<file path="config.mk">
export PLATFORM = sky130hd
export DESIGN_NAME = gen_mod_ctrl
export DESIGN_NICKNAME = d
export VERILOG_FILES = /design/src/rtl/gen_mod_ctrl.sv
export SDC_FILE = /design/constraint.sdc
export NUM_CORES = 1
export LEC_CHECK = 0
export BUFFER_PORTS_ARGS = -buffer_cell sky130_fd_sc_hd__buf_2
export CELL_PAD_IN_SITES_DETAIL_PLACEMENT = 1
export CELL_PAD_IN_SITES_GLOBAL_PLACEMENT = 1
export CORE_MARGIN = 4
export CORE_UTILIZATION = 30
export CTS_CLUSTER_DIAMETER = 40
export CTS_CLUSTER_SIZE = 28
export DETAILED_ROUTE_END_ITERATION = 6
export PLACE_DENSITY = 0.6
export SKIP_LAST_GASP = 1
export SYNTH_ARGS = -nofsm -noshare
export SYNTH_HDL_FRONTEND = slang
export SYNTH_SLANG_ARGS = --single-unit
</file>
<file path="constraint.sdc">
create_clock -name clk -period 5.8 [get_ports clk]
set_clock_uncertainty 0.1 [all_clocks]
set_input_delay 1.16 -clock clk [delete_from_list [all_inputs] [get_ports clk]]
set_output_delay 1.16 -clock clk [all_outputs]
set_load 0.05 [all_outputs]
</file>
<file path="src/rtl/gen_mod_ctrl.sv">
// Harmonic generator control: applies hp/phase writes on the next modulation-period
// trigger and runs stepped phase sweeps with a programmable dwell per step.
module gen_mod_ctrl #(
  parameter int PHASE_N = 2520,
  parameter int DWELL_W = 16
) (
  input  logic               clk,
  input  logic               rst,
  input  logic               harmonic_trig,
  input  logic               cfg_wr,
  input  logic [13:0]        cfg_hp,
  input  logic [11:0]        cfg_phase,
  output logic               cfg_busy,
  input  logic               sweep_start,
  input  logic               sweep_abort,
  input  logic [11:0]        sweep_step,
  input  logic [11:0]        sweep_count,
  input  logic [DWELL_W-1:0] sweep_dwell,
  output logic [13:0]        hp,
  output logic [11:0]        phase,
  output logic               sweep_active,
  output logic               step_trig,
  output logic               sweep_done,
  output logic [1:0]         dbg_state
);

  typedef enum logic [1:0] {
    S_IDLE  = 2'd0,
    S_PEND  = 2'd1,
    S_SWEEP = 2'd2
  } state_e;

  localparam logic [12:0] PN    = 13'(PHASE_N);
  localparam logic [11:0] PN_M1 = 12'(PHASE_N - 1);

  state_e             state_q, state_d;
  logic [13:0]        hp_q, hp_d, sh_hp_q, sh_hp_d;
  logic [11:0]        phase_q, phase_d, sh_phase_q, sh_phase_d;
  logic [11:0]        step_q, step_d, count_q, count_d, step_cnt_q, step_cnt_d;
  logic [DWELL_W-1:0] dwell_q, dwell_d, dwell_cnt_q, dwell_cnt_d;
  logic               cfg_busy_q, cfg_busy_d, sweep_active_q, sweep_active_d;
  logic               step_trig_q, step_trig_d, sweep_done_q, sweep_done_d;

  logic [11:0] cfg_phase_clamped, sweep_step_red, phase_next;
  logic [12:0] phase_sum;

  always_comb begin
    cfg_phase_clamped = ({1'b0, cfg_phase} >= PN) ? PN_M1 : cfg_phase;
    sweep_step_red    = ({1'b0, sweep_step} >= PN) ? 12'({1'b0, sweep_step} - PN) : sweep_step;
    phase_sum         = {1'b0, phase_q} + {1'b0, step_q};
    phase_next        = (phase_sum >= PN) ? 12'(phase_sum - PN) : phase_sum[11:0];
  end

  always_comb begin
    state_d      = state_q;
    hp_d         = hp_q;
    phase_d      = phase_q;
    sh_hp_d      = sh_hp_q;
    sh_phase_d   = sh_phase_q;
    step_d       = step_q;
    count_d      = count_q;
    dwell_d      = dwell_q;
    dwell_cnt_d  = dwell_cnt_q;
    step_cnt_d   = step_cnt_q;
    step_trig_d  = 1'b0;
    sweep_done_d = 1'b0;
    unique case (state_q)
      S_IDLE: begin
        // cfg_wr outranks sweep_start; a coincident trigger never applies a fresh write
        if (cfg_wr) begin
          sh_hp_d    = cfg_hp;
          sh_phase_d = cfg_phase_clamped;
          state_d    = S_PEND;
        end else if (sweep_start) begin
          step_d  = sweep_step_red;
          count_d = sweep_count;
          dwell_d = sweep_dwell;
          if (sweep_count == 12'd0) begin
            sweep_done_d = 1'b1;
          end else begin
            dwell_cnt_d = '0;
            step_cnt_d  = '0;
            state_d     = S_SWEEP;
          end
        end
      end
      S_PEND: begin
        if (sweep_abort) begin
          sh_hp_d    = '0;
          sh_phase_d = '0;
          state_d    = S_IDLE;
        end else if (cfg_wr) begin
          sh_hp_d    = cfg_hp;
          sh_phase_d = cfg_phase_clamped;
          if (harmonic_trig) begin
            hp_d    = cfg_hp;
            phase_d = cfg_phase_clamped;
            state_d = S_IDLE;
          end
        end else if (harmonic_trig) begin
          hp_d    = sh_hp_q;
          phase_d = sh_phase_q;
          state_d = S_IDLE;
        end
      end
      S_SWEEP: begin
        if (sweep_abort) begin
          sh_hp_d    = '0;
          sh_phase_d = '0;
          state_d    = S_IDLE;
        end else if (harmonic_trig) begin
          if (dwell_cnt_q == dwell_q) begin
            phase_d     = phase_next;
            step_trig_d = 1'b1;
            dwell_cnt_d = '0;
            step_cnt_d  = step_cnt_q + 12'd1;
            if (step_cnt_q == count_q - 12'd1) begin
              sweep_done_d = 1'b1;
              state_d      = S_IDLE;
            end
          end else begin
            dwell_cnt_d = dwell_cnt_q + 1'b1;
          end
        end
      end
      default: state_d = S_IDLE;
    endcase
    cfg_busy_d     = (state_d == S_PEND);
    sweep_active_d = (state_d == S_SWEEP);
  end

  always_ff @(posedge clk) begin
    if (rst) begin
      state_q        <= S_IDLE;
      hp_q           <= '0;
      phase_q        <= '0;
      sh_hp_q        <= '0;
      sh_phase_q     <= '0;
      step_q         <= '0;
      count_q        <= '0;
      dwell_q        <= '0;
      dwell_cnt_q    <= '0;
      step_cnt_q     <= '0;
      cfg_busy_q     <= 1'b0;
      sweep_active_q <= 1'b0;
      step_trig_q    <= 1'b0;
      sweep_done_q   <= 1'b0;
    end else begin
      state_q        <= state_d;
      hp_q           <= hp_d;
      phase_q        <= phase_d;
      sh_hp_q        <= sh_hp_d;
      sh_phase_q     <= sh_phase_d;
      step_q         <= step_d;
      count_q        <= count_d;
      dwell_q        <= dwell_d;
      dwell_cnt_q    <= dwell_cnt_d;
      step_cnt_q     <= step_cnt_d;
      cfg_busy_q     <= cfg_busy_d;
      sweep_active_q <= sweep_active_d;
      step_trig_q    <= step_trig_d;
      sweep_done_q   <= sweep_done_d;
    end
  end

  assign hp           = hp_q;
  assign phase        = phase_q;
  assign cfg_busy     = cfg_busy_q;
  assign sweep_active = sweep_active_q;
  assign step_trig    = step_trig_q;
  assign sweep_done   = sweep_done_q;
  assign dbg_state    = state_q;

endmodule

</file>
# Word-level counts from Yosys, hierarchy flattened
# Index checks and enable logic that the tools add are counted.
[classes]
add_sub_neg = 6
magnitude_cmp = 3
eq_ne = 15
muxes = 55
n_bitwise = 4
reduce_logical = 12
[ops]
columns = ["op", "n"]
rows = [
  ["$mux W12", 19],
  ["$mux W16", 6],
  ["$mux W14", 6],
  ["$pmux W12 S2", 2],
  ["$pmux W14 S3", 1],
  ["$pmux W12 S3", 1],
  ["$pmux W16 S2", 1],
  ["$ge A12 B12 Y1 const B", 2],
  ["$sub A12 B12 Y12 const B", 2],
  ["$mux W2", 9],
  ["$ne A2 B2 Y1 const B", 9],
  ["$add A16 B1 Y16 const B", 1],
  ["$eq A16 B16 Y1", 1],
  ["$add A12 B12 Y13", 1],
  ["$ge A13 B12 Y1 const B", 1],
  ["$add A12 B1 Y12 const B", 1],
  ["$eq A12 B12 Y1", 1],
  ["$logic_not A12 Y1", 1],
  ["$reduce_and A6 Y1", 2],
  ["$sub A12 B1 Y12 const B", 1],
  ["$mux W1", 8],
  ["$reduce_and A7 Y1", 1],
  ["$pmux W2 S3", 1],
  ["$reduce_and A3 Y1", 2],
  ["other kinds (9)", 15],
]
[totals]
ff_bits = 126
inputBits = 72
out_inout_bits = 32

# Logic depth before layout (Yosys ltp)
[logic_depth]
ltp_word = 8
mapped_depth = 11
mapped_depth_nobuf = 11

# Least setup slack after synthesis
# Ideal clock, no wire load.
[synth_path]
path_type = "register -> register"
startpoint = "reg phase_q[0], in the netlist phase[0]"
endpoint = "reg phase_q[11], in the netlist phase[11]"
setup_ns = 0.122
t_arrival_ns = 3.188
slack_ns = 2.390
path_stages_with_launch = 11
path_buffers = 0
period_less_slack_ns = 3.410
path_cell_list = "dfxtp_1 -> ha_1 -> fa_1 -> a21o_4 -> a221oi_2 -> xnor2_1 -> nand2_4 -> or3_4 -> nand2b_1 -> mux2_1 -> a221o_1"
[synth_between]
elab_chain_len = 7
elab_cells_between_ends = 8
cone_classes = "add/sub (2); order compare (1); mux (5)"
[synth_rtl]
columns = ["element", "line_no", "rtl"]
rows = [
  ["from (decl)", "38", "logic [11:0] phase_q, phase_d, sh_phase_q, sh_phase_d;"],
  ["from (signal assigned)", "151", "phase_q <= phase_d;"],
  ["$add A12 B12 Y13 *", "50", "phase_sum = {1'b0, phase_q} + {1'b0, step_q};"],
  ["$sub A12 B12 Y12 / $ge A13 B12 Y1 (equally long branches)", "51", "phase_next = (phase_sum >= PN) ? 12'(phase_sum - PN) : phase_sum[11:0];"],
  ["$mux W12 *", "51", ""],
  ["$mux W12 *", "112", "if (dwell_cnt_q == dwell_q) begin"],
  ["$mux W12 *", "111", "end else if (harmonic_trig) begin"],
  ["$mux W12 *", "107", "if (sweep_abort) begin"],
  ["$pmux W12 S2 *", "67", "unique case (state_q)"],
]
# Every way passes the cells marked *; elsewhere a longest branch is shown, timed or not. The select of a mux whose other input is x is not followed.
# A chain may end at the register's enable or synchronous reset.

# Final worst setup path
# Same ends and word-level chain as after synthesis.

==> impl_metrics.py <==
metrics = {
    "final_layout": {
        "fillerInstances": 2796,
        "layout_common_cells": "dfxtp_1 (126), nor2_1 (109), buf_2 (102)",
        "layout.cells.non_filler": 1261,
        "final_util_pct": 36.6,
        "synthToLayoutAreaGrowth_pct": 18.9,
        "final_common_cell": "dfxtp_1",
        "final_nets": 1028,
        "drive_gt1_share_pct": 17.8,
    },
    "synth": {
        "muxShareOfSynthArea_pct": 3.31,
        "synth-xor-area-share_pct": 7.84,
        "synthDominantCellAreaShare_pct": 35.9,
        "yosysWarnings": 0,
        "synth_adder_area_share_pct": 4.20,
        "synth_area_um2": 7020,
        "yosysTopAreaCell": "dfxtp_1",
        "synthSimpleGateAreaFrac_pct": 22.3,
        "syn-num-nets": 942,
        "synthTopCellsByArea": "dfxtp_1 (36%), nor2_1 (5.9%), nand2_1 (5.2%), xor2_1 (5.2%), a21oi_1 (5.1%)",
        "synth_top_family_by_area": "compound AO/OA/AOI/OAI gates",
        "synthCells": 847,
        "avgSynthCellArea_um2": 8.29,
        "synth_edf_count": 0,
        "synth_ff_type": "dfxtp_1",
        "ys_async_sr_fraction_pct": 0,
        "synth_compound_area_share_pct": 22.6,
        "ys_ff_latch": 126,
        "ys_seq_area_share_pct": 35.9,
        "ys_types": 84,
    },
    "clocking": {
        "postCtsHoldBufs": 0,
        "clk_pin_slew_ns": 0.06,
        "cts_resized": 0,
        "insertion_delay_ns": 0.43,
        "clockBufferDepth": 2,
        "cts_tree": "done",
        "cts_root_buf": "clkbuf_16",
        "cts_sinks": 126,
        "cts_setup_buffers": 0,
        "cts_buffers": 17,
        "h-tree-depth": 4,
    },
    "worst_setup_path": {
        "cp_max_fo": 7,
        "worst_path_max_delay_cell": "fa_1",
        "cp_slowest_stage_delay_ns": 0.43,
        "cp_data_arrival_time_ns": 3.67,
        "crit_required_ns": 6.00,
        "crit_path_end_kind": "register",
        "path_class": "reg -> reg",
        "path_cells": "ha_1 -> fa_1 -> a21o_4 -> a221oi_2 -> xnor2_1 -> nand2_4 -> or3_4 -> nand2b_1 -> mux2_1 -> a221o_1",
        "critPathTopFamily": "compound AO/OA/AOI/OAI gates",
        "critPathLaunchType": "register",
        "crit_buf_inv": 0,
    },
    "floorplan": {
        "die_w_um": 161,
        "start_util_pct": 30.7,
        "die-area_um2": 25900,
        "die_h_um": 161,
        "ios": 104,
        "core_um2": 22800,
        "rows": 55,
    },
    "placement": {
        "placedCellCount": 1227,
        "portBuffers": 103,
        "gp_congestion": 0.809,
        "hpwl_um": 15900,
        "pre_cts_ws_ns": 2.19,
    },
    "power_and_ir_drop": {
        "vdd_drop_max_mv": 0.129,
        "leakage_nw": 3.41,
        "powerDensity_nw_per_um2": 279,
    },
    "timing": {
        "worst_pin_slew_ns": 0.956,
        "post-route-period-util_pct": 59.7,
        "finalMaxSlewViolations": 0,
        "setup_viol_count_final": 0,
        "rsz0062_at_grt": "false",
        "period_needed_ns": 3.46,
        "fin_tns_setup_ns": 0,
        "slew_headroom_pct": 36.2,
        "finalWorstSetupSlack_ns": 2.34,
        "fmaxAchievable_mhz": 289,
        "finalHoldViolCount": 0,
    },
    "hold_path": {
        "min_path_type": "reg -> reg",
    },
    "grt": {
        "antenna_found_initial": 2,
        "grt_pass1_vias": 6492,
        "grtUsageTotal_pct": 16.7,
        "grt_overflow": 0,
        "grt_max_degree": 53,
        "grt_pass1_wl_um": 35100,
    },
    "outcome": {
        "outcome": "finished, final reports clean",
    },
    "drt": {
        "vias": 6458,
        "remaining_drc_errors": 0,
        "wl_per_cell_um": 17.0,
        "drt_wl_total_um": 21500,
        "drt_first_iter_violations": 278,
        "dr.pass1.iters": 5,
        "vias_per_cell": 5.12,
        "detail-route-antenna-nets": 0,
    },
    "run": {
        "maxCapViolations": 0,
    },
}
worst paths after layout:
| kind | start | endpoint | slack (ns) | cells past startpoint |
|---|---|---|---|---|
| max | phase[0] | phase[11] | 2.34 | 10 |
| min | dwell_q[11] | dwell_q[11] | 0.37 | 2 |
| max reg2reg | phase[0] | phase[11] | 2.34 | 10 |
| min reg2reg | dwell_q[11] | dwell_q[11] | 0.37 | 2 |
Yosys cell counts, types with 6 or more instances:
master      n
a211oi_1   24
a21o_1      8
a21oi_1    71
a22oi_1    22
and3_1     13
clkbuf_1   32
dfxtp_1   126
ha_1       22
inv_1      15
mux2i_1    21
nand2_1    98
nand2b_1   10
nand3_1    18
nand3b_1    6
nand4_1    11
nor2_1    110
nor2b_1     7
nor3_1     11
nor4_1     13
o21ai_0    16
o221ai_1    6
o22ai_1     9
or3_1       6
xnor2_1    19
xor2_1     42
sequential cells by signal (all words and copies together), names as in the netlist:
| register | cells |
|---|---|
| dwell_q | 16 |
| hp | 14 |
| count_q | 12 |
| sh_hp_q | 14 |
| step_q | 12 |
| step_trig | 1 |
| phase | 12 |
| sweep_done | 1 |
| dwell_cnt_q | 16 |
| sweep_active | 1 |
| dbg_state | 2 |
| step_cnt_q | 12 |
| cfg_busy | 1 |
| sh_phase_q | 12 |
stage by stage:
step	hold WS (ns)	total power (W)	cell area, um^2
after detailed placement	0.362	0.00131	7770
after CTS	0.370	0.00236	8350
after floorplan	0.336	0.00120	7020
after global placement	0.357	0.00130	7770
after global routing	0.394	0.00245	8350
final	0.367	0.00233	8350
logic make-up (layout without fill, tap and decap cells):
group / after synthesis / in the layout
multiplexers: 23 / 23
buffers and inverters: 58 / 157
flip-flops: 126 / 126
XOR/XNOR: 62 / 62
adder cells (fa/ha/maj): 23 / 23
other: 0 / 2
AO/OA/AOI/OAI: 226 / 226
AND/OR/NAND/NOR: 329 / 329
where the power goes:
part	switching, W	internal, W
clock network	0.000443	0.000602
registers	0.0000310	0.000902
logic	0.000224	0.000129
total	0.000698	0.00163
metal layers:
metal | wire length, um | part of all wire [%] | vias up | track usage [%]
li1 | - | - | 3245 | -
met1 | 10800 | 50 | 3077 | 23.4
met2 | 9350 | 44 | 120 | 25.7
met3 | 1140 | 5.3 | 14 | 4.75
met4 | 168 | 0.78 | 2 | 3.96
met5 | 13 | 0.061 | - | 0
tightest hold or removal path, cell delays in order (launching register included):
cell and delay, ns:
dfxtp_1 0.32, nand2_1 0.05, a21oi_1 0.05
final cells by class:
cell class	count	area [um^2]	area share, %
well taps	313	392	4.69
flip-flops and latches	126	2520	30.2
clock inverters	15	149	1.78
inverters	15	56.3	0.674
multi-input cells	663	4230	50.7
repair buffers	110	571	6.83
diodes	2	5.00	0.0599
clock buffers	17	425	5.09
No activity file was read; power rests on OpenSTA's default activity.
